--- src/rtl/receiver.sv ---
// receiver: GMII receive engine.
//   Captures frames on gmii_rx_clk, timestamps them with global_counter at the
//   SFD, and writes them into the RX frame-slot ring (16-bit words, 14-bit
//   word address). A frame is published by advancing mem_wr_ptr. Runt,
//   errored and overflowing frames, and optionally FCS-bad frames, are
//   dropped and counted instead.
//
//   Slot layout at mem_wr_ptr:
//     word 0     frame length in bytes (FCS excluded)
//     words 1-4  timestamp [63:48] .. [15:0]
//     words 5-6  received FCS [31:16], [15:0] (wire order, big-endian)
//     words 7+   data, even byte in [15:8], odd byte in [7:0]
//
// Ports:
//   gmii_rx_clk          sole clock
//   sys_rst_n            asynchronous active-low reset
//   global_counter[63:0] free-running timestamp source
//   gmii_rxd[7:0]        receive data
//   gmii_rx_dv           receive data valid
//   gmii_rx_er           receive error
//   slot_rx_eth_data     ring write data
//   slot_rx_eth_byte_en  ring byte enables (bit1 -> [15:8], bit0 -> [7:0])
//   slot_rx_eth_addr     ring write word address
//   slot_rx_eth_wr_en    ring write strobe, one word per cycle
//   mem_rd_ptr           consumer read pointer (words)
//   mem_wr_ptr           committed write pointer (words)
//   rx_drop_count        dropped-frame count, saturating at 0xFFFF
//
// Build option:
//   RX_FCS_CHECK_EN  when defined, a CRC-32 is computed over every byte after
//                    the SFD (FCS included) and frames whose residue is not
//                    0xC704DD7B are dropped. When undefined no CRC logic is
//                    built and the FCS is only stored in the header.
module receiver #(
  parameter int unsigned MIN_FRAME_LEN = 64,
  parameter int unsigned HDR_WORDS     = 7
) (
  input  logic        gmii_rx_clk,
  input  logic        sys_rst_n,
  input  logic [63:0] global_counter,
  input  logic [7:0]  gmii_rxd,
  input  logic        gmii_rx_dv,
  input  logic        gmii_rx_er,
  output logic [15:0] slot_rx_eth_data,
  output logic [1:0]  slot_rx_eth_byte_en,
  output logic [13:0] slot_rx_eth_addr,
  output logic        slot_rx_eth_wr_en,
  input  logic [13:0] mem_rd_ptr,
  output logic [13:0] mem_wr_ptr,
  output logic [15:0] rx_drop_count
);

  typedef enum logic [2:0] {
    RX_IDLE,
    RX_PREAMBLE,
    RX_DATA,
    RX_HDR,
    RX_DROP
  } state_e;

  state_e      state_q;
  logic [63:0] ts_q;
  logic [15:0] cnt_q;
  logic [31:0] fcs_q;
  logic [15:0] len_q;
  logic [2:0]  hdr_idx_q;

  logic [13:0] free_words;
  logic [16:0] data_off;
  logic        data_ovf;
  logic        byte_take;
  logic        sfd_seen;
  logic [15:0] frame_len;
  logic        frame_runt;
  logic        fcs_ok;
  logic [15:0] commit_adv;
  logic [15:0] drop_inc;
  logic [15:0] hdr_word;

  always_comb begin
    free_words = mem_rd_ptr - mem_wr_ptr - 14'd1;
    // Offset is kept wider than the ring so a long frame cannot alias back
    // below the free-space limit.
    data_off   = 17'(HDR_WORDS) + {2'b00, cnt_q[15:1]};
    data_ovf   = data_off >= {3'b000, free_words};
    byte_take  = (state_q == RX_DATA) && gmii_rx_dv && !gmii_rx_er && !data_ovf;
    sfd_seen   = (state_q == RX_PREAMBLE) && gmii_rx_dv && (gmii_rxd == 8'hD5);
    frame_len  = cnt_q - 16'd4;
    frame_runt = cnt_q < 16'(MIN_FRAME_LEN);
    // Slot size: header plus ceil(len/2) data words.
    commit_adv = 16'(HDR_WORDS) + {1'b0, len_q[15:1]} + {15'd0, len_q[0]};
    drop_inc   = (rx_drop_count == '1) ? rx_drop_count : rx_drop_count + 16'd1;
  end

  always_comb begin
    hdr_word = '0;
    case (hdr_idx_q)
      3'd1:    hdr_word = ts_q[63:48];
      3'd2:    hdr_word = ts_q[47:32];
      3'd3:    hdr_word = ts_q[31:16];
      3'd4:    hdr_word = ts_q[15:0];
      3'd5:    hdr_word = fcs_q[31:16];
      3'd6:    hdr_word = fcs_q[15:0];
      default: hdr_word = '0;
    endcase
  end

`ifdef RX_FCS_CHECK_EN
  localparam logic [31:0] CRC_RESIDUE = 32'hC704DD7B;

  logic [31:0] crc_q;

  // Reflected (LSB-first) CRC-32, one byte per call.
  function automatic logic [31:0] crc32_byte(input logic [31:0] c, input logic [7:0] b);
    logic [31:0] r;
    r = c ^ {24'h0, b};
    for (int unsigned i = 0; i < 8; i++) begin
      r = r[0] ? ((r >> 1) ^ 32'hEDB88320) : (r >> 1);
    end
    return r;
  endfunction

  function automatic logic [31:0] bitrev32(input logic [31:0] v);
    logic [31:0] r;
    r = '0;
    for (int unsigned i = 0; i < 32; i++) begin
      r[i] = v[31-i];
    end
    return r;
  endfunction

  always_ff @(posedge gmii_rx_clk or negedge sys_rst_n) begin
    if (!sys_rst_n) begin
      crc_q <= '1;
    end else if (sfd_seen) begin
      crc_q <= '1;
    end else if (byte_take) begin
      crc_q <= crc32_byte(crc_q, gmii_rxd);
    end
  end

  // The register runs bit-reflected, so the residue is compared in normal order.
  assign fcs_ok = (bitrev32(crc_q) == CRC_RESIDUE);
`else
  assign fcs_ok = 1'b1;
`endif

  always_ff @(posedge gmii_rx_clk or negedge sys_rst_n) begin
    if (!sys_rst_n) begin
      state_q             <= RX_IDLE;
      ts_q                <= '0;
      cnt_q               <= '0;
      fcs_q               <= '0;
      len_q               <= '0;
      hdr_idx_q           <= '0;
      slot_rx_eth_data    <= '0;
      slot_rx_eth_byte_en <= '0;
      slot_rx_eth_addr    <= '0;
      slot_rx_eth_wr_en   <= 1'b0;
      mem_wr_ptr          <= '0;
      rx_drop_count       <= '0;
    end else begin
      slot_rx_eth_wr_en <= 1'b0;
      case (state_q)
        RX_IDLE: begin
          if (gmii_rx_dv && (gmii_rxd == 8'h55)) state_q <= RX_PREAMBLE;
        end

        RX_PREAMBLE: begin
          if (sfd_seen) begin
            ts_q    <= global_counter;
            cnt_q   <= '0;
            fcs_q   <= '0;
            state_q <= RX_DATA;
          end else if (!gmii_rx_dv || (gmii_rxd != 8'h55)) begin
            state_q <= RX_IDLE;
          end
        end

        RX_DATA: begin
          if (gmii_rx_dv) begin
            if (byte_take) begin
              slot_rx_eth_wr_en <= 1'b1;
              slot_rx_eth_addr  <= mem_wr_ptr + data_off[13:0];
              if (!cnt_q[0]) begin
                slot_rx_eth_byte_en <= 2'b10;
                slot_rx_eth_data    <= {gmii_rxd, 8'h00};
              end else begin
                slot_rx_eth_byte_en <= 2'b01;
                slot_rx_eth_data    <= {8'h00, gmii_rxd};
              end
              cnt_q <= cnt_q + 16'd1;
              fcs_q <= {fcs_q[23:0], gmii_rxd};
            end else begin
              rx_drop_count <= drop_inc;
              state_q       <= RX_DROP;
            end
          end else if (frame_runt || !fcs_ok) begin
            rx_drop_count <= drop_inc;
            state_q       <= RX_IDLE;
          end else begin
            // Header word 0 goes out on the frame-end edge so the seven
            // header writes fill the seven cycles right after dv falls.
            slot_rx_eth_wr_en   <= 1'b1;
            slot_rx_eth_addr    <= mem_wr_ptr;
            slot_rx_eth_byte_en <= 2'b11;
            slot_rx_eth_data    <= frame_len;
            len_q               <= frame_len;
            hdr_idx_q           <= 3'd1;
            state_q             <= RX_HDR;
          end
        end

        RX_HDR: begin
          if (hdr_idx_q == 3'(HDR_WORDS)) begin
            mem_wr_ptr <= mem_wr_ptr + commit_adv[13:0];
            state_q    <= RX_IDLE;
          end else begin
            slot_rx_eth_wr_en   <= 1'b1;
            slot_rx_eth_addr    <= mem_wr_ptr + {11'd0, hdr_idx_q};
            slot_rx_eth_byte_en <= 2'b11;
            slot_rx_eth_data    <= hdr_word;
            hdr_idx_q           <= hdr_idx_q + 3'd1;
          end
        end

        RX_DROP: begin
          if (!gmii_rx_dv) state_q <= RX_IDLE;
        end

        default: state_q <= RX_IDLE;
      endcase
    end
  end

endmodule

--- config.mk ---
export PLATFORM = sky130hd
export DESIGN_NAME = receiver
export DESIGN_NICKNAME = d
export VERILOG_FILES = /design/src/rtl/receiver.sv
export SDC_FILE = /design/constraint.sdc
export NUM_CORES = 1
export LEC_CHECK = 0
export BUFFER_PORTS_ARGS = -buffer_cell sky130_fd_sc_hd__clkbuf_2
export CAP_MARGIN = 10
export CORE_MARGIN = 5
export CORE_UTILIZATION = 45
export DETAILED_ROUTE_END_ITERATION = 10
export HOLD_SLACK_MARGIN = 0.08
export PLACE_DENSITY = 0.62
export SLEW_MARGIN = 10
export SYNTH_ARGS = -nofsm -noshare
export SYNTH_HDL_FRONTEND = slang
export SYNTH_SLANG_ARGS = --single-unit
--- constraint.sdc ---
create_clock -name gmii_rx_clk -period 5.7 [get_ports gmii_rx_clk]
set_input_delay 0.285 -clock gmii_rx_clk [delete_from_list [all_inputs] [get_ports gmii_rx_clk]]
set_output_delay 0.285 -clock gmii_rx_clk [all_outputs]
set_load 0.01 [all_outputs]
==> summary.txt <==
Min path
  • Hold path depth: 3
  • Hold crit path type: in -> reg

Critical path
  • CP Capture Type: flip-flop
  • Reg2reg end: slot_rx_eth_addr[9]
  • Worst-path cell chain: inv_1 -> ha_1 -> a211oi_1 -> o21ai_1 -> a31oi_1 -> o21ai_0 -> or4_1 -> o311ai_0 -> o21bai_1 -> a21oi_1 -> xnor2_1 -> ha_1 -> a211oi_1 -> nand2_1 -> a311oi_1 -> o211a_1 -> and2_2 -> nor3_4 -> inv_2 -> o21ai_0 -> o21ai_0
  • CP max stage delay: 0.64 ns
  • Setup crit start: mem_wr_ptr[1]
  • Critical path launch point type: flip-flop
  • Critical Path End: slot_rx_eth_addr[9]
  • Crit path DAT: 5.71 ns
  • Slowest cell on crit path: a311oi_1
  • CP required: 6.07 ns
  • Most frequent CP cell: o21ai_0
  • Cell count along the critical path: 21
  • Reg2reg path depth: 21
  • FF-to-FF Start: mem_wr_ptr[1]
  • Crit path kind: reg -> reg
  • Crit-path leading delay family: compound AO/OA/AOI/OAI gates
  • R2R Setup Slk: 0.36 ns
  • WP buf/inv: 2
  • Critical path peak fanout: 23

Synth
  • Top post-synthesis cells by area: dfrtp_1 42%, nand2_1 11%, ha_1 8.7%
  • Synth Area in XOR/XNOR: 0.0654
  • Synth Area in Compound Gates: 0.158
  • Cell with the most instances after synthesis: nand2_1
  • Synth top area share: 0.416
  • Post-synth top cells: 350 x nand2_1, 196 x dfrtp_1, 109 x o21ai_0
  • Ys async rst share: 1.00
  • Post-Synthesis Cells: 1365
  • Dominant synthesized flop cell: dfrtp_1
  • Number of flops mapped to enable cells by yosys: 0
  • Seq cells post-synth: 196
  • Syn. warnings: 0
  • Area leader, netlist: dfrtp_1
  • Syn avg cell area: 8.63 um2
  • Post-synthesis cell type count: 70
  • Post-Syn Area: 11800 um2
  • Post-synthesis mux area share: 0.0151
  • Post-synthesis sequential area ratio: 0.416
  • Simple-gate portion of the synthesized area: 0.207
  • Synth Area in Adders: 0.0939
  • Main combinational cell family by area after synthesis: simple AND/OR/NAND/NOR gates
  • Post-Syn Nets: 1541

Power and ir drop
  • Peak VDD IR: 0.151 mV
  • Power Density: 204 nW/um2
  • Leak: 6.90 nW

Timing
  • Final WS setup: 0.358 ns
  • Final Hold Violating Endpoints: 0
  • Final setup fails: 0
  • Hold slack: 0.108 ns
  • FMAX: 187 MHz
  • Min Clock Period, post-route: 5.34 ns
  • Worst Skew: 0.0172 ns
  • Setup TNS: 0 ns
  • Final period util: 0.937
  • Worst-margin pin slew: 1.03 ns
  • Pins Over Slew Limit: 0
  • RSZ-0062 raised after global routing: false
  • Worst rel slew slack: 0.310

Floorplan
  • Die area: 29500 um2
  • Row count: 59
  • Chip Height: 172 um
  • IO Pins: 153
  • Starting Density: 0.455
  • Core Region: 25900 um2
  • Die X: 172 um

Final layout
  • NumNets Final: 1711
  • Synth-to-layout area growth: 19.0%
  • Non-Filler Instances: 1883
  • N_diodes: 0
  • Layout Utilization: 0.541
  • Fillers: 2373
  • Layout cells sized above 1: 0.150

Route
  • DRC: 0
  • Starting DRT DRC Count: 988
  • Via Count: 10345
  • Routed len/inst: 18.3 um
  • Routed Antenna Nets: 0
  • TritonRoute pass-1 iters: 5
  • Vias/cell: 5.49
  • Drt total wl: 34400 um

Clocking
  • Clock Pin Slew Worst Setup and Hold Paths: 0.08 ns
  • Clk buf depth: 2
  • Clock root buffer: clkbuf_16
  • TritonCTS clock tree: done
  • Post-cts gate resize count: 0
  • Num CTS Buffers: 17
  • Setup repair bufs after CTS: 0
  • Clock Latency Late Sink: 0.45 ns
  • CTS sink cnt: 196
  • # H-tree levels: 4
  • Hold buffer count at cts: 63

Global route
  • Initial antenna violation count: 0
  • Met2 global-route usage: 0.382
  • Largest net degree at the start of global routing: 98
  • Met3 usage: 0.0395
  • Vias in the first global route: 10142
  • First-pass GRT wire length: 55400 um
  • Most Crowded Layer GR: met2
  • Met1 Use GR: 0.337
  • GRT Util Overall: 0.239
  • Global route total overflow: 0

Place
  • Final GP Congestion: 0.889
  • Hpwl dp: 24800 um
  • DP Worst Slack: 0.464 ns
  • Placed Instances: 1788
  • I/O Buffers: 152

Status
  • Status: complete, no violations

Flow run
  • MaxCap Viol Count: 0
-- metal layers --
layer / part of all wire / up-vias
li1: - / 5035
met1: 0.45 / 4934
met2: 0.46 / 334
met3: 0.070 / 42
met4: 0.020 / 0
met5: 0 / -
-- report_power, final --
part | switching (W) | internal (W)
Combinational | 0.0000964 | 0.0000835
Sequential | 0.000000518 | 0.00139
Clock | 0.000641 | 0.000642
-- how the worst min path moves through the flow --
stage                            start                  end  slack, ns
floorplan                    sys_rst_n             cnt_q[0]      -0.01
global placement             sys_rst_n  slot_rx_eth_addr[1]       0.34
detailed placement           sys_rst_n  slot_rx_eth_addr[1]       0.35
CTS                 global_counter[27]             ts_q[27]       0.09
global route        global_counter[26]             ts_q[26]       0.11
finish              global_counter[27]             ts_q[27]       0.11
-- layout make-up --
cell class                 instances  area, um2  area share
sequential                       196       4900       0.350
inverter                          43        161      0.0115
clock buffer                      17        425      0.0304
timing repair buffer             231       1530       0.109
multi-input combinational       1046       6360       0.454
clock inverter                    15        210      0.0150
tap                              335        419      0.0299
-- per-stage QoR --
step                      area [um2]  power (W)
after global placement         12700    0.00156
final                          14000    0.00285
after CTS                      14000    0.00287
after global routing           14000    0.00295
after floorplan                11800    0.00148
after detailed placement       12700    0.00156
-- cells in the final DEF, fill, tap and decap left out, types with 7 or more instances in the layout --
master         netlist  routed
xor2_1              34      34
clkbuf_2             1     151
a211oi_1            10      10
dlygate4sd3_1        0      63
clkbuf_16            0      17
a222oi_1            13      13
buf_4                4      15
o22ai_1              9       9
clkinv_8             0       7
inv_1               42      42
dfrtp_1            196     196
nand2_1            350     350
nand4_1              9       9
a21o_1              10      10
nand2b_1            11      11
nor2_1              75      74
mux2_2              14      14
a22o_1               7       7
and2_1               8       7
o21a_1               7       7
nor3_1              28      28
a221oi_1            11      11
nand3_1             30      30
ha_1                82      82
a31oi_1             10      10
or3_1                7       7
a21oi_1             71      71
nor2b_1              8       8
xnor2_1             54      54
o21ai_0            109     109
-- logic make-up after synthesis --
group                      count (synthesis)
AOI/OAI and AO/OA                        299
xor gates and xnor gates                  88
adders and majority gates                 86
buffers and inverters                    123
DFF                                      196
muxes                                     16
and+or+nand+nor                          557
-- tightest hold or removal path: cells and delay by family --
kind	cells	cell delay [ns]
buffers and inverters	1	0.08
AND/OR/NAND/NOR	2	0.15
-- state kept, by name, summed over array words and instances (netlist names), 14 cells and up --
register / flops
ts_q: 64
fcs_q: 32
cnt_q: 16
rx_drop_count: 16
slot_rx_eth_data: 16
len_q: 15
mem_wr_ptr: 14
slot_rx_eth_addr: 14
Power figures use the tool's default switching activity.
